### config.mk
export PLATFORM = sky130hd
export DESIGN_NAME = dq_delay_train
export DESIGN_NICKNAME = d
export VERILOG_FILES = /design/src/rtl/dq_train_pkg.sv /design/src/rtl/dq_win_track.sv /design/src/rtl/dq_delay_train.sv
export SDC_FILE = /design/constraint.sdc
export NUM_CORES = 1
export LEC_CHECK = 0
export CORE_UTILIZATION = 45
export DETAILED_ROUTE_END_ITERATION = 7
export PLACE_DENSITY_LB_ADDON = 0.12
export REMOVE_ABC_BUFFERS = 1
export SYNTH_ARGS = -nofsm -noshare
export SYNTH_HDL_FRONTEND = slang
export SYNTH_SLANG_ARGS = --single-unit
### constraint.sdc
create_clock -name divclk -period 3.2 [get_ports divclk]
set_input_delay 0.96 -clock divclk [delete_from_list [all_inputs] [get_ports divclk]]
set_output_delay 0.96 -clock divclk [all_outputs]
set_load 0.005 [all_outputs]
### src/rtl/dq_train_pkg.sv
// Shared types and constants for the DQ read-eye training controller.
// Optional DQ_TRAIN_WIN_REPORT_EN adds a per-lane window length report.
package dq_train_pkg;

    localparam int TAP_W = 5;
    localparam logic [TAP_W-1:0] TAP_MAX = 5'd31;
    localparam logic [7:0] MPR_PATTERN = 8'h55;

    typedef enum logic [3:0] {
        S_IDLE,
        S_LOAD,
        S_SETTLE,
        S_CHECK,
        S_NEXT_TAP,
        S_CTR_LOAD,
        S_CTR_SETTLE,
        S_NEXT_LANE,
        S_DONE
    } state_t;

endpackage

### src/rtl/dq_win_track.sv
// Run/best passing-window tracker for one lane's tap sweep.
// Strict compare keeps the lowest-start window on ties.
module dq_win_track
    import dq_train_pkg::*;
(
    input  logic             clk_i,
    input  logic             rst_ni,
    input  logic             clr_i,
    input  logic             upd_i,
    input  logic             pass_i,
    input  logic [TAP_W-1:0] tap_i,
    output logic [TAP_W-1:0] best_start_o,
    output logic [5:0]       best_len_o
);

    logic [TAP_W-1:0] run_start_q, run_start_d, run_start_n;
    logic [TAP_W-1:0] best_start_q, best_start_d;
    logic [5:0]       run_len_q, run_len_d, run_len_n;
    logic [5:0]       best_len_q, best_len_d;

    assign run_len_n   = run_len_q + 6'd1;
    assign run_start_n = (run_len_q == 6'd0) ? tap_i : run_start_q;

    always_comb begin
        run_start_d  = run_start_q;
        run_len_d    = run_len_q;
        best_start_d = best_start_q;
        best_len_d   = best_len_q;
        if (clr_i) begin
            run_start_d  = '0;
            run_len_d    = '0;
            best_start_d = '0;
            best_len_d   = '0;
        end else if (upd_i) begin
            if (pass_i) begin
                run_start_d = run_start_n;
                run_len_d   = run_len_n;
                if (run_len_n > best_len_q) begin
                    best_start_d = run_start_n;
                    best_len_d   = run_len_n;
                end
            end else begin
                run_len_d = '0;
            end
        end
    end

    always_ff @(posedge clk_i or negedge rst_ni) begin
        if (!rst_ni) begin
            run_start_q  <= '0;
            run_len_q    <= '0;
            best_start_q <= '0;
            best_len_q   <= '0;
        end else begin
            run_start_q  <= run_start_d;
            run_len_q    <= run_len_d;
            best_start_q <= best_start_d;
            best_len_q   <= best_len_d;
        end
    end

    assign best_start_o = best_start_q;
    assign best_len_o   = best_len_q;

endmodule

### src/rtl/dq_delay_train.sv
// Per-bit read-eye training: sweeps IDELAY taps per lane, loads window centre.
// Define DQ_TRAIN_WIN_REPORT_EN to add the win_len output.
module dq_delay_train
    import dq_train_pkg::*;
#(
    parameter int         W       = 2,
    parameter int         SETTLE  = 16,
    parameter int         SAMPLES = 64,
    parameter int         MIN_WIN = 4,
    parameter logic [7:0] PATTERN = MPR_PATTERN
) (
    input  logic                 divclk,
    input  logic                 reset_n,
    input  logic                 start,
    input  logic [W*64-1:0]      rd_data,
    output logic [TAP_W-1:0]     cntvaluein,
    output logic [W*8-1:0]       ld,
    output logic                 busy,
    output logic                 done,
    output logic [W*8-1:0]       lane_err,
`ifdef DQ_TRAIN_WIN_REPORT_EN
    output logic [W*8*6-1:0]     win_len,
`endif
    output logic [W*8*TAP_W-1:0] tap_out
);

    localparam int L  = W * 8;
    localparam int LW = (L > 1) ? $clog2(L) : 1;
    localparam logic [7:0]    SETTLE_LAST = 8'(SETTLE - 1);
    localparam logic [7:0]    SAMP_LAST   = 8'(SAMPLES - 1);
    localparam logic [LW-1:0] LANE_LAST   = LW'(L - 1);
    localparam logic [5:0]    MINW        = 6'(MIN_WIN);

    state_t              state_q, state_d;
    logic [LW-1:0]       lane_q, lane_d;
    logic [TAP_W-1:0]    tap_q, tap_d, cv_q, center;
    logic [7:0]          cnt_q, cnt_d, word;
    logic                pass_q, pass_d;
    logic [L-1:0]        err_q, err_d;
    logic [L*TAP_W-1:0]  tapo_q, tapo_d;
    logic [TAP_W-1:0]    best_start;
    logic [5:0]          best_len;
    logic                accept, word_ok, lane_bad;

    assign accept   = start && (state_q == S_IDLE || state_q == S_DONE);
    assign word     = rd_data[{lane_q, 3'b000} +: 8];
    assign word_ok  = (word == PATTERN);
    assign lane_bad = (best_len < MINW);
    assign center   = lane_bad ? '0 : best_start + best_len[5:1];

    dq_win_track u_win (
        .clk_i        (divclk),
        .rst_ni       (reset_n),
        .clr_i        (accept || state_q == S_NEXT_LANE),
        .upd_i        (state_q == S_NEXT_TAP),
        .pass_i       (pass_q),
        .tap_i        (tap_q),
        .best_start_o (best_start),
        .best_len_o   (best_len)
    );

    always_ff @(posedge divclk or negedge reset_n) begin
        if (!reset_n) state_q <= S_IDLE;
        else          state_q <= state_d;
    end

    always_comb begin
        state_d = state_q;
        unique case (state_q)
            S_IDLE, S_DONE: if (start) state_d = S_LOAD;
            S_LOAD:         state_d = S_SETTLE;
            S_SETTLE:       if (cnt_q == SETTLE_LAST) state_d = S_CHECK;
            S_CHECK: begin
                if (!word_ok || cnt_q == SAMP_LAST) state_d = S_NEXT_TAP;
            end
            S_NEXT_TAP: begin
                state_d = (tap_q == TAP_MAX) ? S_CTR_LOAD : S_LOAD;
            end
            S_CTR_LOAD:     state_d = S_CTR_SETTLE;
            S_CTR_SETTLE:   if (cnt_q == SETTLE_LAST) state_d = S_NEXT_LANE;
            S_NEXT_LANE: begin
                state_d = (lane_q == LANE_LAST) ? S_DONE : S_LOAD;
            end
            default:        state_d = S_IDLE;
        endcase
    end

    always_comb begin
        ld         = '0;
        cntvaluein = cv_q;
        busy       = !(state_q == S_IDLE || state_q == S_DONE);
        done       = (state_q == S_DONE);
        if (state_q == S_LOAD) begin
            cntvaluein = tap_q;
            ld[lane_q] = 1'b1;
        end else if (state_q == S_CTR_LOAD) begin
            cntvaluein = center;
            ld[lane_q] = 1'b1;
        end
    end

    assign lane_err = err_q;
    assign tap_out  = tapo_q;

    // cnt_q is shared by both settle waits and the sample run
    always_comb begin
        lane_d = lane_q;
        tap_d  = tap_q;
        cnt_d  = '0;
        pass_d = pass_q;
        err_d  = err_q;
        tapo_d = tapo_q;
        if (accept) begin
            lane_d = '0;
            tap_d  = '0;
            err_d  = '0;
            tapo_d = '0;
        end
        unique case (state_q)
            S_SETTLE, S_CTR_SETTLE: begin
                if (cnt_q != SETTLE_LAST) cnt_d = cnt_q + 8'd1;
            end
            S_CHECK: begin
                pass_d = word_ok;
                if (word_ok && cnt_q != SAMP_LAST) cnt_d = cnt_q + 8'd1;
            end
            S_NEXT_TAP: if (tap_q != TAP_MAX) tap_d = tap_q + 1'b1;
            S_CTR_LOAD: begin
                err_d[lane_q] = lane_bad;
                tapo_d[int'(lane_q)*TAP_W +: TAP_W] = center;
            end
            S_NEXT_LANE: begin
                if (lane_q != LANE_LAST) begin
                    lane_d = lane_q + 1'b1;
                    tap_d  = '0;
                end
            end
            default: ;
        endcase
    end

    always_ff @(posedge divclk or negedge reset_n) begin
        if (!reset_n) begin
            lane_q <= '0;
            tap_q  <= '0;
            cnt_q  <= '0;
            pass_q <= 1'b0;
            err_q  <= '0;
            tapo_q <= '0;
            cv_q   <= '0;
        end else begin
            lane_q <= lane_d;
            tap_q  <= tap_d;
            cnt_q  <= cnt_d;
            pass_q <= pass_d;
            err_q  <= err_d;
            tapo_q <= tapo_d;
            cv_q   <= cntvaluein;
        end
    end

`ifdef DQ_TRAIN_WIN_REPORT_EN
    logic [L*6-1:0] winl_q, winl_d;

    always_comb begin
        winl_d = winl_q;
        if (accept) winl_d = '0;
        if (state_q == S_CTR_LOAD) winl_d[int'(lane_q)*6 +: 6] = best_len;
    end

    always_ff @(posedge divclk or negedge reset_n) begin
        if (!reset_n) winl_q <= '0;
        else          winl_q <= winl_d;
    end

    assign win_len = winl_q;
`endif

endmodule

==> Word level (Yosys, flattened, before mapping) <==
Cells that the tools add are included.
{ "word_totals": {"reg_bits": 145, "inputBits": 131, "out_inout_bits": 119, "wordCells": 110} }
{ "op_classes": {"addsub": 6, "n_mul": 1, "n_lt_le_gt_ge": 4, "n_eq_ne": 21, "shifts": 3, "n_mux": 45, "reduce_logical": 18} }
{ "op_table": {"columns": ["op", "count"], "rows": [
  ["80-bit two-way mux", 2],
  ["128-bit by 8-bit indexed part select with 8-bit output", 1],
  ["80-bit bitwise mux", 1],
  ["5-bit by 33-bit variable shift with 80-bit output (first input constant)", 1],
  ["5-bit by 33-bit indexed part select with 80-bit output", 1],
  ["5-bit two-way mux", 14],
  ["16-bit two-way mux", 4],
  ["6-bit two-way mux", 7],
  ["7-bit negation with 33-bit output", 1],
  ["4-bit two-way mux", 8],
  ["4-bit one-hot mux with 8 select lines", 1],
  ["16-bit bitwise mux", 1],
  ["4-bit by 3-bit equality test with 1-bit output (second input constant)", 4],
  ["8-bit two-way mux", 2],
  ["8-bit one-hot mux with 2 select lines", 1],
  ["5-bit one-hot mux with 2 select lines", 1],
  ["8-bit by 1-bit adder with 8-bit output (second input constant)", 1],
  ["4-bit by 2-bit equality test with 1-bit output (second input constant)", 2],
  ["4-bit equality test (second input constant)", 2],
  ["8-bit by 4-bit equality test with 1-bit output (second input constant)", 1],
  ["8-bit by 6-bit equality test with 1-bit output (second input constant)", 1],
  ["8-bit by 7-bit equality test with 1-bit output (second input constant)", 1],
  ["2-bit inequality test (second input constant)", 4],
  ["8-bit by 4-bit inequality test with 1-bit output (second input constant)", 1],
  ["other kinds (27)", 35]
]} }

==> Depth between registers and ports, before layout <==
Gate-level depths: netlist (run 1).
{ "depth": {"word_depth": 6, "depth_mapped": 11, "mapped_depth_nobuf": 10} }

==> Modules after synthesis <==
Synthesis (run 1) repeated with hierarchy kept, for this count alone.
{ "hier_totals": {"cells_unflattened": 824, "area_unflattened_um2": 8056.5} }
{ "modules_own_cells": {"columns": ["module", "instances", "cells_per_inst", "area_each_um2", "seq_area_each_um2"], "rows": [
  ["dq_delay_train", 1, 687, 6713.9, 3078.0],
  ["dq_win_track", 1, 137, 1342.5, 550.5]
]} }

==> Worst setup path after synthesis (run 1) <==
Ideal clock, no wire load.
{ "synth_timing": {"path_type": "reg2out", "from": "reg u_win.best_start_q[0], in the netlist u_win.best_start_o[0]", "to": "out cntvaluein[4]", "arrival_ns": 1.698, "required_ns": 2.240, "path_slack_ns": 0.542, "path_stages_with_launch": 10, "path_buffers": 0, "cell_sequence": "dfrtp_1 -> ha_1 -> inv_1 -> fa_1 -> nor2b_1 -> o21a_1 -> or3_1 -> nand2_1 -> a31oi_1 -> a21oi_1"} }
{ "synth_between": {"elab_chain_cells": 4} }
{ "synth_lines": {"columns": ["item", "line", "rtl"], "rows": [
  ["start: declaration", "dq_win_track.sv:17", "logic [TAP_W-1:0] best_start_q, best_start_d;"],
  ["start signal: assignment", "dq_win_track.sv:57", "best_start_q <= best_start_d;"],
  ["5-bit adder", "dq_delay_train.sv:49", "assign center = lane_bad ? '0 : best_start + best_len[5:1];"],
  ["5-bit two-way mux", "dq_delay_train.sv:49", null],
  ["5-bit two-way mux", "dq_delay_train.sv:96", "end else if (state_q == S_CTR_LOAD) begin"],
  ["5-bit two-way mux", "dq_delay_train.sv:93", "if (state_q == S_LOAD) begin"],
  ["end: declaration", "dq_delay_train.sv:16", "output logic [TAP_W-1:0] cntvaluein,"]
]} }
No other way between the ends.

==> Worst setup path in the final report (run 1) <==
Same ends and word-level chain as after synthesis.

==> summary.txt, run 1 <==
Power and ir drop
  • Total power divided by cell area: 539 nW/um^2
  • IR drop worst, VDD: 0.439 mV
  • Leakage power: 0.00456 uW

Clocking
  • Hold buffers post-CTS: 0
  • Max clock buf depth: 2
  • CTS Root Cell: clkbuf_16
  • Clock tree from TritonCTS: done
  • Clock Latency Late Sink: 0.44 ns
  • Number of levels the H-tree was split into: 4
  • Clk pin slew, worst setup/hold paths: 0.06 ns
  • Clock buffers created by TritonCTS: 17
  • # clock sinks: 145

STA
  • Setup violation total in the final timing report: 1
  • Count of final max-slew check failures: 0
  • Period utilization: 103%
  • Slew margin rel.: 34.3%
  • Period minus WS final: 3.31 ns
  • F_max: 0.302 GHz
  • Final clock skew: 0.0100 ns
  • Number of failing hold endpoints at the final stage: 0
  • Aggregate negative setup slack: -0.107 ns
  • Slew at the pin closest to its max-slew limit: 0.978 ns
  • Crit path setup slack, layout: -0.107 ns
  • Worst slack on hold paths: 0.500 ns
  • Setup repair after global routing missed its margin: yes

Finish
  • Area of all placed cells without fillers: 11,300 um^2
  • Commonest cells after routing, fill and taps aside: clkdlybuf4s50_1, dfrtp_1, nand2_1
  • Ratio of cells with drive above 1 in the final layout: 11.8%
  • Layout fillers: 1,385
  • Most common library cell in the layout ignoring fill and taps: clkdlybuf4s50_1
  • Layout Area Growth over Synthesis: 47.1%
  • Layout Nets: 1,260
  • Antenna diode count: 0

Critical path
  • Critical Path Start Type: flop
  • Delay of the slowest cell on the worst path: 0.40 ns
  • Largest delay contributor family on the critical path: compound AO/OA/AOI/OAI gates
  • Worst Path Max Fanout: 2
  • Critical path endpoint category: primary output
  • Series of cell instances along the critical path: ha_2 -> inv_2 -> fa_2 -> nor2b_1 -> o21a_1 -> or3_4 -> nand2_2 -> a31oi_1 -> a21oi_2 -> buf_2
  • Data required, critical path: 2.24 ns
  • Number of buffers and inverters on the critical path: 2
  • Crit Path Category: reg -> out
  • Slowest library cell on the worst path: dfrtp_1
  • Arrival time of the worst setup path: 2.35 ns

Floorplanning
  • Total core area: 16,600 um^2
  • Floorplan die width: 133 um
  • Die height: 133 um
  • Die area: 17,600 um^2
  • Number of top-level pins: 250
  • Starting Density: 46.3%
  • Row count: 47

GRT
  • Total congestion overflow: 0
  • Global-route wire length before repair: 38,200 um
  • Total routing resource utilization after global routing: 28.1%
  • Largest net degree at the start of global routing: 71
  • Number of antenna violations at the first check in global routing: 0
  • Via count of the first global-routing pass: 7,009

Synthesis
  • Number of flops mapped to enable cells by yosys: 0
  • Number of synthesized register bits: 145
  • Average footprint of a synthesized cell: 9.19 um^2
  • Distinct cell type count after synthesis: 57
  • Sequential share of the synthesized area: 47.3%
  • Synthesized instance count: 835
  • Number of warning messages in the yosys log: 0
  • Share of synthesized flip-flops with an asynchronous set or reset: 100%
  • Area of the mapped netlist: 7670 um^2
  • Dominant register cell in the synthesized netlist: dfrtp_1

Place
  • PortBufs: 249
  • Weighted congestion at the end of routability-driven global placement: 0.851
  • DP Wirelength: 17,900 um
  • Placed cell areas: 10,600 um^2
  • Worst slack at placement: -0.0931 ns

Route
  • Vias after detailed routing: 7,380
  • Routed wire length per instance: 18.0 um
  • Number of design-rule violations left by the first detailed-router iteration: 591
  • Number of design rule violations left after detail routing: 0
  • Wire length reported by the detailed router: 24,100 um
  • Via density per instance: 5.50
  • Number of optimization iterations in the first detailed-route pass: 5
  • Remaining antenna violation count: 0

Job
  • Max capacitance violation total: 0

Hold path
  • Path category of the worst min-delay check: reg -> reg

Status
  • Outcome: finished with violations
  • Violations in the final reports: negative setup slack
## routing by layer
layer / GRT usage, % / wire length [um] / share of wire (%) / up-vias
met5: 0 / 0 / 0 / -
met4: 8.24 / 329 / 1.4 / 0
met3: 5.10 / 1370 / 5.7 / 27
met2: 44.2 / 11400 / 47 / 260
met1: 39.7 / 11000 / 46 / 3554
li1: - / - / - / 3539
## worst register-to-register path, delay by kind of cell (launching register included)
kind	cells	cell delay, ns
compound gates	2	0.43
buf+inv	1	0.39
flops	1	0.45
mux	1	0.59
simple gates	2	0.77
## metrics by stage
| stage | cells | util, % | total power [uW] |
|---|---|---|---|
| floorplan | 789 | - | 3100 |
| global placement | 1301 | 63.8 | 4030 |
| detailed placement | 1301 | 63.8 | 4050 |
| CTS | 1339 | 67.7 | 6050 |
| global route | 1341 | 68.0 | 6390 |
| finish | 1341 | 68.0 | 6080 |
## kinds of logic (layout without fill, tap and decap cells)
| family | Yosys count | count (layout) | share of synthesized area, % |
|---|---|---|---|
| and+or+nand+nor | 371 | 371 | 23.0 |
| DFF | 145 | 145 | 47.3 |
| adders and majority gates | 21 | 21 | 3.52 |
| muxes | 44 | 44 | 6.07 |
| xor gates and xnor gates | 18 | 18 | 2.06 |
| AOI/OAI and AO/OA | 174 | 174 | 14.3 |
| buffers and inverters | 62 | 348 | 3.77 |
## Yosys cell counts (2+ instances only)
cell / number / share of area (%)
dfrtp_1: 145 / 47
nand2_1: 113 / 5.5
nand3_1: 88 / 5.7
nor2_1: 77 / 3.8
o21ai_0: 74 / 4.8
mux2i_1: 42 / 5.5
clkbuf_1: 29 / 1.4
a21oi_1: 24 / 1.6
ha_1: 20 / 3.3
nor3_1: 19 / 1.2
o31ai_1: 17 / 1.7
inv_1: 15 / 0.73
nand4_1: 14 / 1.1
o211ai_1: 14 / 1.4
nand2b_1: 12 / 0.98
a211oi_1: 11 / 1.1
xnor2_1: 11 / 1.3
nor4_1: 7 / 0.57
or3_1: 7 / 0.57
xor2_1: 7 / 0.80
and3_1: 6 / 0.49
buf_2: 6 / 0.39
buf_6: 6 / 0.88
a22oi_1: 5 / 0.49
nor2b_1: 5 / 0.41
a31oi_1: 4 / 0.33
buf_1: 4 / 0.20
nor2_2: 4 / 0.33
o21ai_1: 4 / 0.26
o22ai_1: 4 / 0.33
or4b_1: 4 / 0.52
and2_1: 3 / 0.24
o21a_1: 3 / 0.29
or2_2: 3 / 0.24
mux4_2: 2 / 0.59
nand3b_1: 2 / 0.20
nor3_2: 2 / 0.26
nor3b_1: 2 / 0.20
o41ai_1: 2 / 0.23
## path summary, 6_finish.rpt
kind                                                         from               endpoint  slack (ns)  cells past startpoint
worst max-delay path            u_win.best_start_o[0]$_DFFE_PN0P_          cntvaluein[4]       -0.11                     10
worst min-delay path                        tap_out[57]$_DFF_PN0_  tap_out[57]$_DFF_PN0_        0.50                      2
worst max register to register                lane_q[0]$_DFF_PN0_     cnt_q[1]$_DFF_PN0_        0.50                      6
worst min register to register              tap_out[57]$_DFF_PN0_  tap_out[57]$_DFF_PN0_        0.50                      2
max in group asynchronous                                 reset_n    lane_q[2]$_DFF_PN0_        1.92                      2
min in group asynchronous                                 reset_n  tap_out[45]$_DFF_PN0_        0.52                      1
## report_power, final
part	internal [uW]	total, uW	switching (uW)
Clock	1090	1960	863
Combinational	861	1970	1110
Sequential	2000	2160	154
## state kept, by name (all words and copies together) (netlist names)
| signal | count |
|---|---|
| cnt_q | 8 |
| cv_q | 5 |
| lane_err | 16 |
| lane_q | 4 |
| pass_q | 1 |
| state_q | 4 |
| tap_out | 80 |
| tap_q | 5 |
| u_win.best_len_o | 6 |
| u_win.best_start_o | 5 |
| u_win.run_len_q | 6 |
| u_win.run_start_q | 5 |
## layout make-up
cell class	count	area [um^2]	area share (%)
multi-input combinational	628	3840	34.1
tap	220	275	2.44
timing repair buffer	300	2890	25.6
sequential	145	3630	32.2
inverter	16	62.6	0.554
clock inverter	15	149	1.32
clock buffer	17	425	3.77
## timing repair
action	CTS	global route
endpoints found under the hold margin	0	0
endpoints found under the setup margin	18	19
setup buffers	6	2
pin swaps	8	9
resized for setup	29	13
Power figures use the tool's default switching activity.
==> run 2, diff against run 1 <==
- CTS_BUF_LIST: default -> sky130_fd_sc_hd__clkbuf_4
- SKIP_LAST_GASP: default -> 1
- clock period: 3.2 -> 3.6 ns (I/O delays scaled with it)
==> summary.txt, run 2 (same netlist as run 1, synthesis figures left out) <==
GRT
  • Total congestion overflow: 0
  • Via count of the first global-routing pass: 6,878
  • Total routing resource utilization after global routing: 27.9%
  • Global-route wire length before repair: 38,100 um
  • Largest net degree at the start of global routing: 64
  • Number of antenna violations at the first check in global routing: 1

STA
  • Period minus WS final: 3.62 ns
  • Worst slack on hold paths: 0.473 ns
  • Crit path setup slack, layout: -0.0239 ns
  • Setup repair after global routing missed its margin: yes
  • Period utilization: 101%
  • Count of final max-slew check failures: 0
  • Slew at the pin closest to its max-slew limit: 1.02 ns
  • F_max: 0.276 GHz
  • Setup violation total in the final timing report: 1
  • Number of failing hold endpoints at the final stage: 0
  • Slew margin rel.: 31.3%
  • Final clock skew: 0.0233 ns

Finish
  • Most common library cell in the layout ignoring fill and taps: clkdlybuf4s50_1
  • Area of all placed cells without fillers: 10,800 um^2
  • Layout fillers: 1,448
  • Layout Area Growth over Synthesis: 40.7%
  • Number of flip-flops in the largest register: 80
  • Layout Nets: 1,240
  • Commonest cells after routing, fill and taps aside: clkdlybuf4s50_1, dfrtp_1, nand2_1
  • Ratio of cells with drive above 1 in the final layout: 9.91%

Status
  • Violations in the final reports: negative setup slack
  • Outcome: finished with violations

Critical path
  • Data required, critical path: 2.52 ns
  • Largest delay contributor family on the critical path: compound AO/OA/AOI/OAI gates
  • Critical Path Start Type: flop
  • Worst Path Max Fanout: 2
  • Arrival time of the worst setup path: 2.54 ns
  • Slowest library cell on the worst path: dfrtp_1
  • Number of buffers and inverters on the critical path: 2
  • Crit Path Category: reg -> out
  • Delay of the slowest cell on the worst path: 0.41 ns
  • Critical path endpoint category: primary output
  • Series of cell instances along the critical path: ha_2 -> inv_2 -> fa_2 -> nor2b_1 -> o21a_1 -> or3_4 -> nand2_2 -> a31oi_1 -> a21oi_1 -> buf_2

Place
  • Worst slack at placement: 0.185 ns
  • DP Wirelength: 17,900 um
  • Weighted congestion at the end of routability-driven global placement: 0.870
  • Placed cell areas: 10,400 um^2
  • PortBufs: 249

Clocking
  • Clock buffers created by TritonCTS: 17
  • Clock Latency Late Sink: 0.58 ns
  • CTS Root Cell: clkbuf_4
  • # clock sinks: 145
  • Max clock buf depth: 2
  • Hold buffers post-CTS: 0
  • Clock tree from TritonCTS: done
  • Clk pin slew, worst setup/hold paths: 0.13 ns
  • Number of levels the H-tree was split into: 4

Power and ir drop
  • Total power divided by cell area: 423 nW/um^2
  • IR drop worst, VDD: 0.362 mV
  • Leakage power: 0.00430 uW
  • Overall power consumption: 4560 uW

Floorplanning
  • Die height: 133 um
  • Total core area: 16,600 um^2
  • Die area: 17,600 um^2
  • Number of top-level pins: 250
  • Starting Density: 46.3%
  • Floorplan die width: 133 um
  • Row count: 47

Hold path
  • Path category of the worst min-delay check: in -> async

Route
  • Number of design-rule violations left by the first detailed-router iteration: 616
  • Number of design rule violations left after detail routing: 0
  • Routed wire length per instance: 18.1 um
  • Wire length reported by the detailed router: 23,900 um
  • Vias after detailed routing: 7,293
  • Remaining antenna violation count: 0
  • Number of optimization iterations in the first detailed-route pass: 7
  • Via density per instance: 5.52

Job
  • Max capacitance violation total: 0
==> run 2: cell count changes in the layout (fill, tap and decap cells not counted), sizes merged <==
cell | before | now
inv | 24 | 19
clkinv | 3 | 6
diode | 0 | 1
buf | 56 | 33
dlygate4sd2 | 0 | 1
clkinvlp | 3 | 2
clkbuf | 17 | 21
==> run 2: cell type report <==
type | instances | area [um^2] | share of cell area (%)
tap | 220 | 275 | 2.55
clock buffer | 19 | 143 | 1.32
multi-input combinational | 628 | 3840 | 35.6
timing repair buffer | 280 | 2720 | 25.2
antenna | 1 | 2.50 | 0.0232
inverter | 16 | 60.1 | 0.557
sequential | 145 | 3630 | 33.7
clock inverter | 12 | 111 | 1.03
==> run 2: timing repair <==
item                       in CTS  in global routing
buffers inserted                5                  4
gates resized for setup        12                 25
pin swaps                       6                  5
setup endpoints to repair      10                 21
==> run 2: per-layer routing <==
metal / track usage, % / share of wire, %
met5: 0 / 0
met1: 41.2 / 46
met4: 8.56 / 1.6
met2: 42.1 / 47
met3: 4.18 / 5.5
==> run 2: worst register-to-register path, delay by kind of cell (launching register included) <==
kind	cells	cell delay (ns)
flops	1	0.52
mux	1	0.28
simple gates	4	1.93
==> run 2: worst paths after layout <==
| path | startpoint | to | slack, ns | cells after the start |
|---|---|---|---|---|
| setup reg to reg | state_q[3]$_DFFE_PN0P_ | tap_out[6]$_DFF_PN0_ | 0.81 | 5 |
| max in group asynchronous | reset_n | u_win.best_start_o[2]$_DFFE_PN0P_ | 2.36 | 2 |
| hold / removal | reset_n | tap_out[36]$_DFF_PN0_ | 0.47 | 1 |
| min in group divclk | tap_out[56]$_DFF_PN0_ | tap_out[56]$_DFF_PN0_ | 0.51 | 2 |
| hold reg to reg | tap_out[56]$_DFF_PN0_ | tap_out[56]$_DFF_PN0_ | 0.51 | 2 |
| setup / recovery | u_win.best_start_o[0]$_DFFE_PN0P_ | cntvaluein[4] | -0.02 | 10 |
==> run 2: through the flow <==
stage          std cells  utilization, %  TNS (ns)
6_report            1321            65.1   -0.0239
2_1_floorplan        789               -     -5.06
3_3_place_gp        1280            62.7         0
4_1_cts             1316            64.6    -0.214
5_1_grt             1321            65.1    -0.185
3_5_place_dp        1280            62.7         0
==> run 2: report_power, final <==
part           total [uW]  switching [uW]  leakage [uW]  internal [uW]
combinational        1650             945       0.00217            705
clock                 981             624      0.000137            358
sequential           1930             151       0.00200           1780
==> run 3, diff against run 2 <==
--- a/config.mk
+++ b/config.mk
@@ -11,3 +11,2 @@
 export PLACE_DENSITY_LB_ADDON = 0.12
-export REMOVE_ABC_BUFFERS = 1
 export SKIP_LAST_GASP = 1
==> constraint.sdc (replaced) <==
create_clock -name divclk -period 3.6 [get_ports divclk]
set_input_delay 0.72 -clock divclk [delete_from_list [all_inputs] [get_ports divclk]]
set_output_delay 0.72 -clock divclk [all_outputs]
set_load 0.005 [all_outputs]
==> summary.txt, run 3 (same netlist as run 1, synthesis figures left out) <==
Critical path
  • RR Startpoint: lane_q[0]$_DFF_PN0_
  • Crit Path Category: reg -> out
  • Critical path endpoint category: primary output
  • Critical Path Start Type: flop
  • Register-to-register setup slack: 0.72 ns
  • Worst Path Max Fanout: 2
  • Worst r2r path cells: 6
  • Worst setup path start: u_win.best_start_o[0]$_DFFE_PN0P_
  • End of the worst register-to-register path: cnt_q[6]$_DFF_PN0_
  • Critical path endpoint: cntvaluein[4]
  • Data required, critical path: 2.88 ns
  • Arrival time of the worst setup path: 2.72 ns

Floorplanning
  • Number of top-level pins: 250
  • Row count: 47
  • Die height: 133 um
  • Die area: 17,600 um^2
  • Starting Density: 46.3%
  • Total core area: 16,600 um^2
  • Floorplan die width: 133 um

Route
  • Vias after detailed routing: 7,247
  • Wire length reported by the detailed router: 24,600 um
  • Routed wire length per instance: 18.7 um
  • Number of design rule violations left after detail routing: 0
  • Via density per instance: 5.49
  • Number of optimization iterations in the first detailed-route pass: 4
  • Remaining antenna violation count: 0
  • Number of design-rule violations left by the first detailed-router iteration: 417

Clocking
  • Clock buffers created by TritonCTS: 17
  • Clock tree from TritonCTS: done
  • CTS Root Cell: clkbuf_4
  • Max clock buf depth: 2
  • # clock sinks: 145
  • Clk pin slew, worst setup/hold paths: 0.15 ns
  • Clock Latency Late Sink: 0.58 ns
  • Number of levels the H-tree was split into: 4

STA
  • Aggregate negative setup slack: 0 ns
  • Slew at the pin closest to its max-slew limit: 1.03 ns
  • Period minus WS final: 3.44 ns
  • Count of final max-slew check failures: 0
  • Setup repair after global routing missed its margin: yes
  • Slew margin rel.: 30.8%
  • Worst slack on hold paths: 0.0754 ns
  • Period utilization: 95.5%
  • Setup violation total in the final timing report: 0
  • Number of failing hold endpoints at the final stage: 0
  • Final clock skew: 0.0276 ns
  • F_max: 0.291 GHz

Power and ir drop
  • Overall power consumption: 4630 uW
  • IR drop worst, VDD: 0.298 mV
  • Total power divided by cell area: 430 nW/um^2
  • Leakage power: 0.00434 uW

Place
  • DP Wirelength: 18,200 um
  • Placed cell areas: 10,400 um^2
  • PortBufs: 249
  • Weighted congestion at the end of routability-driven global placement: 0.855

Finish
  • Ratio of cells with drive above 1 in the final layout: 7.93%
  • Commonest cells after routing, fill and taps aside: clkdlybuf4s50_1, dfrtp_1, nand2_1
  • Post-route core utilization: 65.0%
  • Area of all placed cells without fillers: 10,800 um^2
  • Layout Nets: 1,236
  • Layout Area Growth over Synthesis: 40.5%
  • Most common library cell in the layout ignoring fill and taps: clkdlybuf4s50_1
  • Number of flip-flops in the largest register: 80

Job
  • Max capacitance violation total: 0

GRT
  • Largest net degree at the start of global routing: 94
  • Total congestion overflow: 0
  • Number of antenna violations at the first check in global routing: 1
  • Global-route wire length before repair: 38,400 um
  • Total routing resource utilization after global routing: 28.2%
  • Via count of the first global-routing pass: 7,028

Hold path
  • Path category of the worst min-delay check: in -> async

Synthesis
  • Net count of the mapped netlist: 987

Status
  • Outcome: completed
-- run 3: critical path: stages, from the launching register on --
cell and delay (ns):
dfrtp_1 0.42, ha_1 0.22, inv_1 0.07, fa_1 0.23
nor2b_1 0.07, o21a_1 0.17, or3_1 0.32, nand2_1 0.10
a31oi_1 0.10, a21oi_1 0.19, dlygate4sd2_1 0.26
-- run 3: per-layer routing --
metal / wire length [um] / share of wire [%] / vias to the layer above / global-route usage [%]
met5: 0 / 0 / - / 0
met4: 560 / 2.3 / 0 / 9.45
met3: 1510 / 6.1 / 36 / 6.82
met2: 12100 / 49 / 235 / 47.4
met1: 10400 / 42 / 3490 / 35.6
li1: - / - / 3486 / -
-- run 3: worst min-delay path by stage --
stage                                        to  cells after the start  slack (ns)             startpoint
after floorplan              cnt_q[0]$_DFF_PN0_                      0        0.42                reset_n
after global placement    tap_out[66]$_DFF_PN0_                      2        0.48  tap_out[66]$_DFF_PN0_
after detailed placement  tap_out[57]$_DFF_PN0_                      2        0.49  tap_out[57]$_DFF_PN0_
after CTS                 tap_out[77]$_DFF_PN0_                      1        0.06                reset_n
after global routing      tap_out[77]$_DFF_PN0_                      1        0.07                reset_n
final                     tap_out[77]$_DFF_PN0_                      1        0.08                reset_n
-- run 3: layout make-up --
type | count | area (um^2)
antenna | 2 | 5.00
clock buffer | 17 | 128
clock inverter | 15 | 170
fill | 1441 | 5810
inverter | 16 | 60.1
multi-input combinational | 628 | 3790
sequential | 145 | 3630
tap | 220 | 275
timing repair buffer | 276 | 2710
-- run 3: through the flow --
step / worst slack [ns] / instances
2_1_floorplan: 1.18 / 835
3_3_place_gp: 0.594 / 1274
3_5_place_dp: 0.519 / 1274
4_1_cts: 0.00538 / 1307
5_1_grt: -0.00870 / 1319
6_report: 0.161 / 1319
-- run 3: timing repair --
action,4_1_cts,5_1_grt
pin swaps,1,5
buffers inserted,1,10
gates resized for setup,3,4
hold buffers,0,0
setup endpoints to repair,2,9
-- run 3: power breakdown --
| group | total (uW) | switching [uW] | leakage [uW] | internal, uW |
|---|---|---|---|---|
| Clock | 1100 | 713 | 0.000161 | 382 |
| Sequential | 1930 | 156 | 0.00200 | 1780 |
| Combinational | 1610 | 919 | 0.00218 | 687 |
| Total | 4630 | 1790 | 0.00434 | 2840 |
